$ cat config.mk
export PLATFORM = sky130hd
export DESIGN_NAME = trig_shift_leak_flat
export DESIGN_NICKNAME = d
export VERILOG_FILES = /design/src/rtl/trig_shift_leak_pkg.sv /design/src/rtl/trig_shift_leak_if.sv /design/src/rtl/trig_shift_leak_channel.sv /design/src/rtl/trig_shift_leak.sv /design/src/flat_wrapper.sv
export SDC_FILE = /design/constraint.sdc
export NUM_CORES = 1
export LEC_CHECK = 0
export BUFFER_PORTS_ARGS = -buffer_cell sky130_fd_sc_hd__buf_4
export CORE_AREA = 2 2 524 526
export CTS_CLUSTER_DIAMETER = 60
export DETAILED_ROUTE_END_ITERATION = 10
export DIE_AREA = 0 0 526 528
export SLEW_MARGIN = 30
export SYNTH_ARGS = -nofsm -noshare
export SYNTH_HDL_FRONTEND = slang
export SYNTH_HIERARCHICAL = 1
export SYNTH_SLANG_ARGS = --single-unit
$ cat constraint.sdc
create_clock -name clk -period 2.2 [get_ports clk]
set_clock_uncertainty 0.1 [all_clocks]
set_input_delay 0 -clock clk [delete_from_list [all_inputs] [get_ports clk]]
set_output_delay 0 -clock clk [all_outputs]
set_load 0.03 [all_outputs]
$ cat src/rtl/trig_shift_leak_pkg.sv
// Shared types and helpers for the trigger-and-activity benchmark block.
package trig_shift_leak_pkg;

    typedef enum logic [0:0] {
        ST_IDLE   = 1'b0,
        ST_ACTIVE = 1'b1
    } tsl_state_e;

    localparam logic [127:0] TSL_TRIG_VAL_DEF = 128'h00112233_44556677_8899aabb_ccddeeff;

    // Taps are zero-extended to this width before the parity reduction.
    localparam int TSL_TAP_MAX = 1024;

    function automatic logic tsl_masked_parity(input logic [TSL_TAP_MAX-1:0] a,
                                               input logic [TSL_TAP_MAX-1:0] b);
        return ^(a & b);
    endfunction

endpackage

$ cat src/rtl/trig_shift_leak_if.sv
// Cipher-state observation bus and exposed activity outputs of trig_shift_leak.
interface trig_shift_leak_if #(
    parameter int DATA_W = 128,
    parameter int NCH    = 8,
    parameter int SHR_W  = 8,
    parameter int CNT_W  = 16
);
    logic                    state_vld;
    logic [DATA_W-1:0]       state;
    logic [NCH*DATA_W-1:0]   rk;
    logic                    trig_active;
    logic [NCH-1:0]          en;
    logic [NCH*SHR_W-1:0]    shreg;
    logic [NCH*CNT_W-1:0]    rot_cnt;

    modport master (
        output state_vld, state, rk,
        input  trig_active, en, shreg, rot_cnt
    );

    modport slave (
        input  state_vld, state, rk,
        output trig_active, en, shreg, rot_cnt
    );
endinterface

$ cat src/rtl/trig_shift_leak_channel.sv
// One round-key channel: masked parity, registered enable, rotating shift register
// and saturating rotation counter.
module tsl_channel
    import trig_shift_leak_pkg::*;
#(
    parameter int               TAP_W    = 8,
    parameter int               SHR_W    = 8,
    parameter logic [SHR_W-1:0] SHR_INIT = {SHR_W/2{2'b10}},
    parameter int               CNT_W    = 16
) (
    input  logic             clk,
    input  logic             rst,
    input  logic             gate,
    input  logic [TAP_W-1:0] state_tap,
    input  logic [TAP_W-1:0] rk_tap,
    output logic             en,
    output logic [SHR_W-1:0] shreg,
    output logic [CNT_W-1:0] rot_cnt
);
    logic             parity_s;
    logic             rot_s;
    logic             en_r;
    logic [SHR_W-1:0] shreg_r;
    logic [CNT_W-1:0] cnt_r;

    assign parity_s = tsl_masked_parity(TSL_TAP_MAX'(state_tap), TSL_TAP_MAX'(rk_tap));
    assign rot_s    = gate & parity_s;

    // Rotate right and count on every gated parity hit; otherwise hold.
    always_ff @(posedge clk) begin
        if (!rst) begin
            en_r    <= 1'b0;
            shreg_r <= SHR_INIT;
            cnt_r   <= {CNT_W{1'b0}};
        end else begin
            en_r <= rot_s;
            if (rot_s) begin
                shreg_r <= {shreg_r[0], shreg_r[SHR_W-1:1]};
                if (cnt_r != {CNT_W{1'b1}}) begin
                    cnt_r <= cnt_r + CNT_W'(1);
                end else begin
                    cnt_r <= cnt_r;
                end
            end else begin
                shreg_r <= shreg_r;
                cnt_r   <= cnt_r;
            end
        end
    end

    assign en      = en_r;
    assign shreg   = shreg_r;
    assign rot_cnt = cnt_r;

endmodule

$ cat src/rtl/trig_shift_leak.sv
// Trigger FSM watching the state bus; once armed, gates per-channel rotation
// for ACTIVE_CYC cycles (or until reset when ACTIVE_CYC is 0).
module trig_shift_leak
    import trig_shift_leak_pkg::*;
#(
    parameter int                DATA_W     = 128,
    parameter int                NCH        = 8,
    parameter int                TAP_W      = 8,
    parameter int                SHR_W      = 8,
    parameter logic [SHR_W-1:0]  SHR_INIT   = {SHR_W/2{2'b10}},
    parameter logic [DATA_W-1:0] TRIG_VAL   = DATA_W'(TSL_TRIG_VAL_DEF),
    parameter int                TRIG_HITS  = 1,
    parameter int                ACTIVE_CYC = 0,
    parameter int                CNT_W      = 16
) (
    input  logic              clk,
    input  logic              rst,
    trig_shift_leak_if.slave  bus
);
    localparam logic [7:0]  HITS_TGT = 8'(TRIG_HITS);
    localparam logic [31:0] ACT_LOAD = (ACTIVE_CYC != 0) ? 32'(ACTIVE_CYC - 1) : 32'd0;

    tsl_state_e  state_r;
    logic [7:0]  hit_cnt_r;
    logic [31:0] act_cnt_r;
    logic        trig_active_r;
    logic        match_s;
    logic [7:0]  hit_nxt_s;
    logic        gate_s;

    logic [NCH-1:0]       en_s;
    logic [NCH*SHR_W-1:0] shreg_s;
    logic [NCH*CNT_W-1:0] cnt_s;

    assign match_s   = (bus.state == TRIG_VAL);
    assign hit_nxt_s = hit_cnt_r + 8'd1;
    assign gate_s    = (state_r == ST_ACTIVE) && bus.state_vld;

    // Arm on the TRIG_HITS-th consecutive valid match; count down the active window.
    always_ff @(posedge clk) begin
        if (!rst) begin
            state_r       <= ST_IDLE;
            hit_cnt_r     <= 8'd0;
            act_cnt_r     <= 32'd0;
            trig_active_r <= 1'b0;
        end else begin
            case (state_r)
                ST_IDLE: begin
                    if (bus.state_vld) begin
                        if (match_s && (hit_nxt_s == HITS_TGT)) begin
                            state_r       <= ST_ACTIVE;
                            hit_cnt_r     <= 8'd0;
                            act_cnt_r     <= ACT_LOAD;
                            trig_active_r <= 1'b1;
                        end else if (match_s) begin
                            hit_cnt_r <= hit_nxt_s;
                        end else begin
                            hit_cnt_r <= 8'd0;
                        end
                    end else begin
                        hit_cnt_r <= hit_cnt_r;
                    end
                end
                ST_ACTIVE: begin
                    // A zero window length means the block stays armed until reset.
                    if (ACTIVE_CYC != 0) begin
                        if (act_cnt_r == 32'd0) begin
                            state_r       <= ST_IDLE;
                            hit_cnt_r     <= 8'd0;
                            trig_active_r <= 1'b0;
                        end else begin
                            act_cnt_r <= act_cnt_r - 32'd1;
                        end
                    end else begin
                        act_cnt_r <= act_cnt_r;
                    end
                end
                default: begin
                    state_r       <= ST_IDLE;
                    hit_cnt_r     <= 8'd0;
                    act_cnt_r     <= 32'd0;
                    trig_active_r <= 1'b0;
                end
            endcase
        end
    end

    for (genvar i = 0; i < NCH; i++) begin : g_ch
        tsl_channel #(
            .TAP_W    (TAP_W),
            .SHR_W    (SHR_W),
            .SHR_INIT (SHR_INIT),
            .CNT_W    (CNT_W)
        ) u_ch (
            .clk       (clk),
            .rst       (rst),
            .gate      (gate_s),
            .state_tap (bus.state[TAP_W-1:0]),
            .rk_tap    (bus.rk[i*DATA_W +: TAP_W]),
            .en        (en_s[i]),
            .shreg     (shreg_s[i*SHR_W +: SHR_W]),
            .rot_cnt   (cnt_s[i*CNT_W +: CNT_W])
        );
    end

    assign bus.trig_active = trig_active_r;
    assign bus.en          = en_s;
    assign bus.shreg       = shreg_s;
    assign bus.rot_cnt     = cnt_s;

endmodule

$ cat src/flat_wrapper.sv
// flat-port wrapper written by rule: the top's interface ports become plain ports
module trig_shift_leak_flat import trig_shift_leak_pkg::*;
#(
    parameter int                DATA_W     = 128,
    parameter int                NCH        = 8,
    parameter int                TAP_W      = 8,
    parameter int                SHR_W      = 8,
    parameter logic [SHR_W-1:0]  SHR_INIT   = {SHR_W/2{2'b10}},
    parameter logic [DATA_W-1:0] TRIG_VAL   = DATA_W'(TSL_TRIG_VAL_DEF),
    parameter int                TRIG_HITS  = 1,
    parameter int                ACTIVE_CYC = 0,
    parameter int                CNT_W      = 16
)
  (clk, rst, bus_state_vld, bus_state, bus_rk, bus_trig_active, bus_en, bus_shreg, bus_rot_cnt);
  trig_shift_leak_if #(.DATA_W(DATA_W), .NCH(NCH), .SHR_W(SHR_W), .CNT_W(CNT_W)) bus_i ();
  input  logic clk;
  input  logic rst;
  input wire logic [$bits(bus_i.state_vld)-1:0] bus_state_vld;
  input wire logic [$bits(bus_i.state)-1:0] bus_state;
  input wire logic [$bits(bus_i.rk)-1:0] bus_rk;
  output wire logic [$bits(bus_i.trig_active)-1:0] bus_trig_active;
  output wire logic [$bits(bus_i.en)-1:0] bus_en;
  output wire logic [$bits(bus_i.shreg)-1:0] bus_shreg;
  output wire logic [$bits(bus_i.rot_cnt)-1:0] bus_rot_cnt;
  assign bus_i.state_vld = bus_state_vld;
  assign bus_i.state = bus_state;
  assign bus_i.rk = bus_rk;
  assign bus_trig_active = bus_i.trig_active;
  assign bus_en = bus_i.en;
  assign bus_shreg = bus_i.shreg;
  assign bus_rot_cnt = bus_i.rot_cnt;
  trig_shift_leak #(.DATA_W(DATA_W), .NCH(NCH), .TAP_W(TAP_W), .SHR_W(SHR_W), .SHR_INIT(SHR_INIT), .TRIG_VAL(TRIG_VAL), .TRIG_HITS(TRIG_HITS), .ACTIVE_CYC(ACTIVE_CYC), .CNT_W(CNT_W)) u_core (.clk(clk), .rst(rst), .bus(bus_i));
endmodule
# Yosys cells after proc, flatten, opt, wreduce, memory -nomap -nowiden
# Index checks and enable logic that the tools add are counted.
# op_classes
add_sub_neg,9
n_eq_ne,10
mux,5
n_bitwise,17
n_reduce_logical,20
# ops
cell,n
$reduce_xor 1024->1,8
$add 16x1->16 const B,8
$eq 128x117->1 const B,1
$ne 16x16->1 const B,8
$and 8x8->8,8
$reduce_and 2->1,9
$mux 8,2
$add 8x1->8 const B,1
$and 1x1->1,8
$eq 8x1->1 const B,1
$mux 1,3
$reduce_and 3->1,1
$logic_and 1x1->1,2
$not 1->1,1
# word_totals
reg_bits,210
inputBits,1155
output_inout_bits,201

# Longest topological paths before layout
# Gate-level depths: netlist of run 1.
# depth
depth_word,6
mapped_depth,8

# Hierarchy
# The synthesis of run 1 kept the hierarchy.
# by_module_without_submodules
mod,instances,cells_each,area_each_um2,seq_area_each_um2
tsl_channel,8,163,1330.0,500.5
trig_shift_leak,1,158,1301.2,200.2

# Worst setup path before layout of run 1
# No wires, ideal clock.
# synth_timing
path_type,register -> register
from,reg u_core.state_r
to,reg u_core.g_ch[0].u_ch.cnt_r[11]
arrival_ns,2.070
t_required_ns,2.030
setup_slack_ns,-0.041
stages_incl_launch_ff,5
n_path_buf,0
synth_period_minus_slack_ns,2.241
cell_sequence,dfxtp_1 and2_1 nand3_1 or4_1 a21oi_1
# synth_between
elab_chain_len,3
# synth_rtl
element,line,source
from (decl),trig_shift_leak.sv:23,tsl_state_e state_r;
from (signal assigned),trig_shift_leak.sv:42,state_r <= ST_IDLE;
from (signal assigned),trig_shift_leak.sv:51,state_r <= ST_ACTIVE;
from (signal assigned),trig_shift_leak.sv:68,state_r <= ST_IDLE;
$logic_and 1x1->1,trig_shift_leak.sv:37,assign gate_s = (state_r == ST_ACTIVE) && bus.state_vld;
via u_core.gate_s,trig_shift_leak.sv:29,logic gate_s;
$and 1x1->1,trig_shift_leak_channel.sv:27,assign rot_s = gate & parity_s;
$reduce_and 2->1 (no source line),-,
to (signal assigned),trig_shift_leak_channel.sv:34,cnt_r <= {CNT_W{1'b0}};
to (signal assigned),trig_shift_leak_channel.sv:40,cnt_r <= cnt_r + CNT_W'(1);
to (signal assigned),trig_shift_leak_channel.sv:42,cnt_r <= cnt_r;
to (decl),trig_shift_leak_channel.sv:24,logic [CNT_W-1:0] cnt_r;
# The timed path passes the listed nets, and every way through them passes these cells.
# A chain may end at the register's enable or synchronous reset.

# Worst setup path in the final report of run 1
# layout_timing
from,in bus_state[98]
to,reg u_core.hit_cnt_r[1]
# layout_between
elab_chain_len,3
# layout_rtl
element,line,source
from (decl),flat_wrapper.sv:19,input wire logic [$bits(bus_i.state)-1:0] bus_state;
$eq 128x117->1 *,trig_shift_leak.sv:35,assign match_s = (bus.state == TRIG_VAL);
$mux 8 or $logic_and 1x1->1 (tied branches),"trig_shift_leak.sv:55, trig_shift_leak.sv:50",
$mux 8 *,trig_shift_leak.sv:50,if (match_s && (hit_nxt_s == HITS_TGT)) begin
to (signal assigned),trig_shift_leak.sv:56,hit_cnt_r <= hit_nxt_s;
to (signal assigned),trig_shift_leak.sv:61,hit_cnt_r <= hit_cnt_r;
to (decl),trig_shift_leak.sv:24,logic [7:0] hit_cnt_r;
# Mark *: on every way between the ends. The rest lies on a longest branch, timed or not.

==> results of run 1 <==
-- cell usage in the layout, fill, tap and decap left out, types with 12 or more instances in the layout --
cell,count
a21oi_1,42
buf_12,14
buf_4,507
clkbuf_16,31
dfxtp_1,210
dlygate4sd3_1,103
inv_1,68
mux2i_1,72
nand2_1,288
nand2b_1,73
nand3_1,51
nand4_1,48
nor2_1,30
nor3_1,57
nor4b_1,13
nor4bb_1,18
o211ai_1,12
o21ai_1,48
o311ai_1,56
o31ai_1,43
o41ai_1,16
or3_1,32
or4_1,32
xnor2_1,33
xor2_1,17
-- worst paths after layout --
check / end / slack [ns] / cells past startpoint
max: u_core/hit_cnt_r[1] / 0.03 / 8
min: u_core/state_r / 0.04 / 7
max reg2reg: u_core/g_ch[6].u_ch/rot_cnt[3] / 0.11 / 6
min reg2reg: u_core/g_ch[6].u_ch/shreg[4] / 0.37 / 2
-- registers in the layout, summed over array words and instances (netlist names) --
name	count
u_core/g_ch.u_ch/shreg	64
u_core/bus.trig_active	1
u_core/state_r	1
u_core/hit_cnt_r	8
u_core/g_ch.u_ch/rot_cnt	128
u_core/g_ch.u_ch/en	8
-- area by class of cell --
cell class | count | area [um2] | area share, %
inverter | 68 | 255.2 | 1.135
multi-input combinational | 1119 | 7281 | 32.39
clock inverter | 13 | 205.2 | 0.9128
sequential | 210 | 4204 | 18.70
tap | 3589 | 4491 | 19.98
clock buffer | 43 | 890.9 | 3.963
timing repair buffer | 627 | 5154 | 22.93
-- cell families after synthesis --
family,synth area share (%)
buffers and inverters,4.610
multiplexers,6.035
adder cells (fa/ha/maj),1.048
flip-flops,35.21
XOR/XNOR,4.757
AND/OR/NAND/NOR,33.21
AO/OA/AOI/OAI,15.13
-- metrics by stage --
stage          setup WS (ns)  area (um2)  cells  hold slack (ns)  util (%)
2_1_floorplan         0.1325       11940   1462          0.04992         -
3_3_place_gp         -0.2797       20270   5508           0.1880     7.441
3_5_place_dp         -0.3042       20270   5508           0.1943     7.441
4_1_cts              0.04403       22370   5664         0.006611     8.211
5_1_grt             0.005768       22480   5669          0.04147     8.252
6_report             0.02844       22480   5669          0.03992     8.252
-- worst max-delay path, stage by stage --
cell and delay [ns]:
dlygate4sd3_1 0.54, buf_4 0.16, nor4bb_1 0.34, dlygate4sd3_1 0.62, nand4_1 0.22, nor4_2 0.26
nand4_1 0.19, o31ai_1 0.26
-- timing repair --
item                                    in CTS  in global routing
buffers inserted                             0                  2
endpoints found under the setup margin       0                  8
hold buffers                               100                  6
gates resized for setup                      0                 10
hold endpoints to repair                    52                  6
-- metal layers --
layer | vias to the layer above | wire length [um] | share of wire, %
met2 | 404 | 32740 | 52
met1 | 6347 | 24550 | 39
met3 | 116 | 2919 | 4.6
met4 | 0 | 3110 | 4.9
met5 | - | 0 | 0
li1 | 6598 | - | -
-- power groups by stage --
stage	combinational (mW)	sequential (mW)	clock, mW
after CTS	2.34	3.80	5.53
after global routing	2.51	3.80	5.65
after global placement	2.22	3.89	0
after floorplan	0.992	3.89	0
final	2.33	3.80	5.34
after detailed placement	2.22	3.89	0
==> metrics.txt, run 1 <==
fraction of layout cells with a size suffix above 1=29.76%; first-pass GRT wire length=88240 um; initial antenna violation count=7; GR peak layer=met2; Post-Syn Instances=1462; global routing usage on met3=0.8427%; total CTS buffers=31; Commonest cells post-synth=288 x nand2_1, 210 x dfxtp_1, 73 x nand2b_1; GR Layer Usage met1=4.699%; largest area contributor in the netlist=dfxtp_1; Post-DP HPWL=51250 um; Cell Pwr Density=510.3 nW/um2; drt drc=0; crit path launch type=input port; Max FO, Critical Path=3; Netlist cell types=52; DRT Pass-1 Iters=5; Yosys top cell area share=35.21%; clk_lat worst skew=0.61 ns; setup TNS=0 ns; via/cell ratio=2.375; Net Sw Frac=29.35%; diode count=0; Hold Path Class=input port to flip-flop; r2r startpoint=u_core/state_r; switching pwr=3.367 mW; synthesized cell area=11940 um2; # nets final=3222; Routed Antenna Nets=0; total grt overflow=0; Clock Power Share=46.6%; LEAKAGE=7.353 nW; Final period util=98.71%; CTS tree=done; std cell rows=192; worst-case clock buffer depth=3; CP Capture Type=flip-flop; sequential-to-total area share from yosys stat=35.21%; Max-Cap Viols=0; most common cell in the netlist=nand2_1; WS Path Type=input port to flip-flop; Fillers=31880; top post-synthesis cells by area=dfxtp_1 35%, nand2_1 9.1%, mux2i_1 6.0%, o311ai_1 4.1%, nand2b_1 3.8%; Initial DRC Count=768; Die X=526 um; Max Clk Rate=460.5 MHz; ys async rst share=0%; Clock Sinks=210; die area=277700 um2; worst-margin pin slew=0.7011 ns; Routed wire per std cell=11.17 um; worst hold start=bus_state[11]; Post-Syn Area per Cell=8.168 um2; Seq pwr share=33.2%; Final Setup Violations=0; Slew headroom=53.26%; GRT Overall Usage=4.268%; vias=13470; Ys Warns=6; synth-to-layout area growth=88.25%; Max Slew Vio Count=0; Worst EP arrival=2.59 ns; Peak supply drop=561.6 uV; EDFF count, synth=0; clock-pin slew on the worst setup and hold paths=0.06 ns; final hold violation count=0; Internal=8.104 mW; Syn Nets=2627; IO buf count=395; routed wire length=63310 um; largest net degree at the start of global routing=87; vias in the first global route=12650; met2 Use GR=7.865%; Seq cells post-synth=210; root buffer cell=clkbuf_16; Post-synth top flop=dfxtp_1; Placer Congestion=0.8432; total power=11.47 mW; Core Area=272400 um2; Die Y=528 um; Critical Path RT=2.62 ns; Top Ports=1356; Initial Util=4.383%; combinational share of power=20.3%; H-tree levels=1; status=finished clean; RSZ-0062 raised after global routing=no; crit path time final=2.172 ns; CP startpoint=bus_state[98]
No activity file was read; power rests on OpenSTA's default activity.
==> run 2, diff against run 1 <==
==> constraint.sdc (replaced) <==
create_clock -name clk -period 2.2 [get_ports clk]
set_clock_uncertainty 0.1 [all_clocks]
set_input_delay 0.22 -clock clk [delete_from_list [all_inputs] [get_ports clk]]
set_output_delay 0.22 -clock clk [all_outputs]
set_load 0.03 [all_outputs]
==> metrics.txt, run 2 (synthesis gave the netlist of run 1 again) <==
clock-pin slew on the worst setup and hold paths=0.06 ns; Slew headroom=49.85%; Worst R2R End=u_core/g_ch[2].u_ch/rot_cnt[14]; initial antenna violation count=8; CP startpoint=bus_state[115]; largest net degree at the start of global routing=81; H-tree levels=1; IO buf count=395; Placer Congestion=0.8350; WS Path Type=input port to flip-flop; switching pwr=3.369 mW; clk_lat worst skew=0.62 ns; vias=13180; total setup buffers inserted after CTS=0; commonest non-fill, non-tap cells in the layout=520 x buf_4, 287 x nand2_1, 210 x dfxtp_1, 73 x nand2b_1, 72 x mux2i_1; first-pass GRT wire length=85290 um; status=finished clean; Fin Hold WS=0.09443 ns; # nets final=3153; Peak supply drop=588.6 uV; CP Capture Type=flip-flop; setup ws final=0.01086 ns; Final Setup Violations=0; Max Clk Rate=456.8 MHz; Critical Path RT=2.62 ns; root buffer cell=clkbuf_16; LEAKAGE=6.984 nW; synth-to-layout area growth=81.83%; Routed Antenna Nets=0; worst-case clock buffer depth=3; crit path launch type=input port; total grt overflow=0; RSZ-0062 raised after global routing=no; total CTS buffers=30; total power=11.19 mW; routed wire length=61260 um; setup TNS=0 ns; Post-DP HPWL=50810 um; Routed wire per std cell=10.94 um; Final period util=99.51%; Net Sw Frac=30.11%; Die Y=528 um; fraction of layout cells with a size suffix above 1=31.31%; Worst EP arrival=2.61 ns; Max Slew Vio Count=0; worst reg-to-reg setup slack=0.15 ns; worst-margin pin slew=0.7522 ns; Finished Layout Cells=5600; hold depth=6; Hold Path Class=input port to flip-flop; die area=277700 um2; Clock Sinks=210; Cell Pwr Density=515.3 nW/um2; r2r startpoint=u_core/g_ch[2].u_ch/rot_cnt[2]; DRT Pass-1 Iters=7; number of flip-flops in the largest register=128; vias in the first global route=12160; final hold violation count=0; Fillers=32020; GRT Overall Usage=4.134%; Seq pwr share=34.0%; combinational share of power=21.0%; Top Ports=1356; Worst Setup EP=u_core/hit_cnt_r[1]; via/cell ratio=2.353; crit path time final=2.189 ns; Clock Power Share=45.1%; Initial Util=4.383%; placed cell count=5525; Max-Cap Viols=0; drt drc=0; std cell rows=192; Die X=526 um; CTS tree=done; Reg area=4204 um2; Max FO, Critical Path=3; Internal=7.819 mW; multi-input logic area=7261 um2; Setup WS pre-CTS=-0.4124 ns; Initial DRC Count=718; R2R cell count=5; Core Area=272400 um2; commonest non-fill, non-tap cell in the layout=buf_4
## run 2: changes by cell type in the layout (fill, tap and decap cells not counted), sizes merged
| cell | delta |
|---|---|
| clkbuf | -4 |
| bufinv | -1 |
| diode | +2 |
| clkinv | +7 |
| clkinvlp | -2 |
| dlymetal6s4s | +1 |
| inv | -3 |
| dlygate4sd3 | -84 |
| buf | +15 |
## run 2: what timing repair did
item | 4_1_cts | 5_1_grt
endpoints found under the setup margin | 0 | 5
hold buffers | 21 | 0
gates resized for setup | 0 | 6
endpoints found under the hold margin | 11 | 0
## run 2: per-layer routing
layer	GRT usage, %	wire, um
met1	4.592	23770
met2	7.566	31660
met3	0.7644	2654
met4	1.905	3182
met5	0	0
## run 2: worst min-delay path by stage
stage | start | endpoint | slack (ns)
final | bus_state[93] | u_core/hit_cnt_r[0] | 0.09
after global routing | bus_state[93] | u_core/hit_cnt_r[1] | 0.05
after CTS | bus_state[93] | u_core/hit_cnt_r[1] | 0.001
after detailed placement | u_core/g_ch[6].u_ch/shreg[6] | u_core/g_ch[6].u_ch/shreg[6] | 0.37
after global placement | u_core/g_ch[7].u_ch/shreg[2] | u_core/g_ch[7].u_ch/shreg[2] | 0.36
after floorplan | rst | u_core/g_ch[0].u_ch/rot_cnt[2] | 0.27
## run 2: per-stage QoR
stage | area (um2) | util [%]
finish | 21710 | 7.970
global route | 21710 | 7.969
CTS | 21690 | 7.961
detailed placement | 20460 | 7.511
global placement | 20460 | 7.511
floorplan | 11940 | -
## run 2: critical path: stages
cell	delay [ns]
dlygate4sd3_1	0.54
buf_4	0.14
nor4b_1	0.26
dlygate4sd3_1	0.60
nand4_1	0.12
nor4_2	0.27
nand4_1	0.19
o31ai_1	0.26
## run 2: cell type report
class	instances	share of cell area, %
clock inverter	14	0.9335
timing repair buffer	559	20.64
multi-input combinational	1119	33.44
antenna	2	0.02305
sequential	210	19.36
tap	3589	20.68
clock buffer	39	3.751
inverter	68	1.176
## run 2: power by group through the flow
stage	Combinational (mW)	Clock [mW]	Sequential, mW
6_report	2.34	5.04	3.80
5_1_grt	2.53	5.37	3.80
4_1_cts	2.38	5.21	3.80
3_5_place_dp	2.35	0	3.89
3_3_place_gp	2.35	0	3.89
2_1_floorplan	0.992	0	3.89
==> run 3, diff against run 2 <==
--- a/config.mk
+++ b/config.mk
@@ -10,6 +10,8 @@
 export CTS_CLUSTER_DIAMETER = 60
 export DETAILED_ROUTE_END_ITERATION = 10
 export DIE_AREA = 0 0 526 528
+export HOLD_SLACK_MARGIN = 0.15
+export RECOVER_POWER = 25
 export SLEW_MARGIN = 30
 export SYNTH_ARGS = -nofsm -noshare
 export SYNTH_HDL_FRONTEND = slang
==> metrics.txt, run 3 (synthesis gave the netlist of run 1 again) <==
Fillers=32090; commonest non-fill, non-tap cells in the layout=418 x buf_4, 287 x nand2_1, 210 x dfxtp_1, 104 x clkbuf_1, 73 x nand2b_1; crit path time final=2.176 ns; first-pass GRT wire length=85830 um; Worst EP arrival=2.60 ns; CP peak stage delay=0.63 ns; worst-margin pin slew=0.7632 ns; Initial Util=4.383%; Max Slew Vio Count=0; initial antenna violation count=8; Final Setup Violations=0; Initial DRC Count=722; routed wire length=61620 um; crit-path leading delay family=buffers and inverters; Core Area=272400 um2; Top Ports=1356; synth-to-layout area growth=80.50%; IO buf count=395; # nets final=3172; clock-pin slew on the worst setup and hold paths=0.06 ns; Max Clk Rate=459.6 MHz; status=finished clean; Die Y=528 um; fin util=7.912%; Fin Hold WS=0.01557 ns; worst path bufs/invs=3; root buffer cell=clkbuf_16; number of flip-flops in the largest register=128; crit path max-delay cell type=dlygate4sd3_1; vias=13360; total grt overflow=0; H-tree levels=1; commonest non-fill, non-tap cell in the layout=buf_4; DRT Pass-1 Iters=5; drt drc=0; Clock Sinks=210; Critical Path RT=2.63 ns; Routed Antenna Nets=0; Die X=526 um; crit path launch type=input port; Hold Path Class=input port to flip-flop; clk_lat worst skew=0.62 ns; CP Cell Sequence=dlygate4sd3_1 > buf_4 > nor4bb_1 > dlygate4sd3_1 > nand4_1 > nor4_2 > nand4_1 > o31ai_1; CP Capture Type=flip-flop; via/cell ratio=2.378; fraction of layout cells with a size suffix above 1=26.33%; GRT Overall Usage=4.157%; WS Path Type=input port to flip-flop; CTS tree=done; Post-DP HPWL=50810 um; total CTS buffers=30; worst-case clock buffer depth=3; LEAKAGE=6.707 nW; Final Cell Area=21550 um2; Cell Pwr Density=519.7 nW/um2; Slew headroom=49.33%; Placer Congestion=0.8350; std cell rows=192; Routed wire per std cell=10.97 um; Peak supply drop=587.8 uV; final hold violation count=0; Max-Cap Viols=0; Placed Area=20460 um2; largest net degree at the start of global routing=81; vias in the first global route=12270; die area=277700 um2; Max FO, Critical Path=3; Final period util=98.90%
## run 3: tightest hold or removal path, delay by kind of cell
family | cells | cell delay, ns
AOI/OAI and AO/OA | 1 | 0.07
buffers and inverters | 1 | 0.09
and+or+nand+nor | 4 | 0.30
## run 3: path summary, 6_finish.rpt
check | depth (start not counted) | endpoint | from | slack, ns
setup / recovery | 8 | u_core/hit_cnt_r[1] | bus_state[75] | 0.02
hold / removal | 6 | u_core/state_r | bus_state[61] | 0.02
setup reg to reg | 7 | u_core/g_ch[2].u_ch/rot_cnt[13] | u_core/state_r | 0.16
hold reg to reg | 2 | u_core/g_ch[6].u_ch/shreg[6] | u_core/g_ch[6].u_ch/shreg[6] | 0.37
## run 3: per-stage QoR
stage	instances	power, mW	setup TNS [ns]	worst slack [ns]
after floorplan	1462	4.878	0	0.1325
after global placement	5525	6.232	-34.93	-0.4277
after detailed placement	5525	6.239	-36.11	-0.4124
after CTS	5616	11.41	0	0.01051
after global routing	5617	11.73	-0.03815	-0.01945
final	5619	11.20	0	0.02417
## run 3: per-layer routing
metal,routed length (um),vias up,GRT usage (%)
met4,3055,0,1.836
met2,31950,465,7.662
met3,2940,107,0.7691
met1,23670,6294,4.602
met5,0,-,0
li1,-,6498,-
## run 3: repair_timing
item                       4_1_cts  5_1_grt
hold buffers                    38        1
hold endpoints to repair        44        6
setup endpoints to repair        0        9
setup buffers                    0        0
resized for setup                0       13
## run 3: power breakdown
part / internal [mW] / switching (mW) / total (mW) / leakage (nW)
Sequential: 3.80 / 0.00000000000000126 / 3.80 / 1.69
Combinational: 1.05 / 1.32 / 2.37 / 4.52
Clock: 2.98 / 2.05 / 5.03 / 0.498
Total: 7.83 / 3.37 / 11.2 / 6.71
## run 3: cell type report
cell class	count	area (um2)	share of cell area [%]
well taps	3589	4491	20.83
multi-input cells	1119	7278	33.77
clock inverters	14	202.7	0.9404
clock buffers	39	814.5	3.779
diodes	2	5.005	0.02322
repair buffers	578	4304	19.97
flip-flops and latches	210	4204	19.50
inverters	68	255.2	1.184
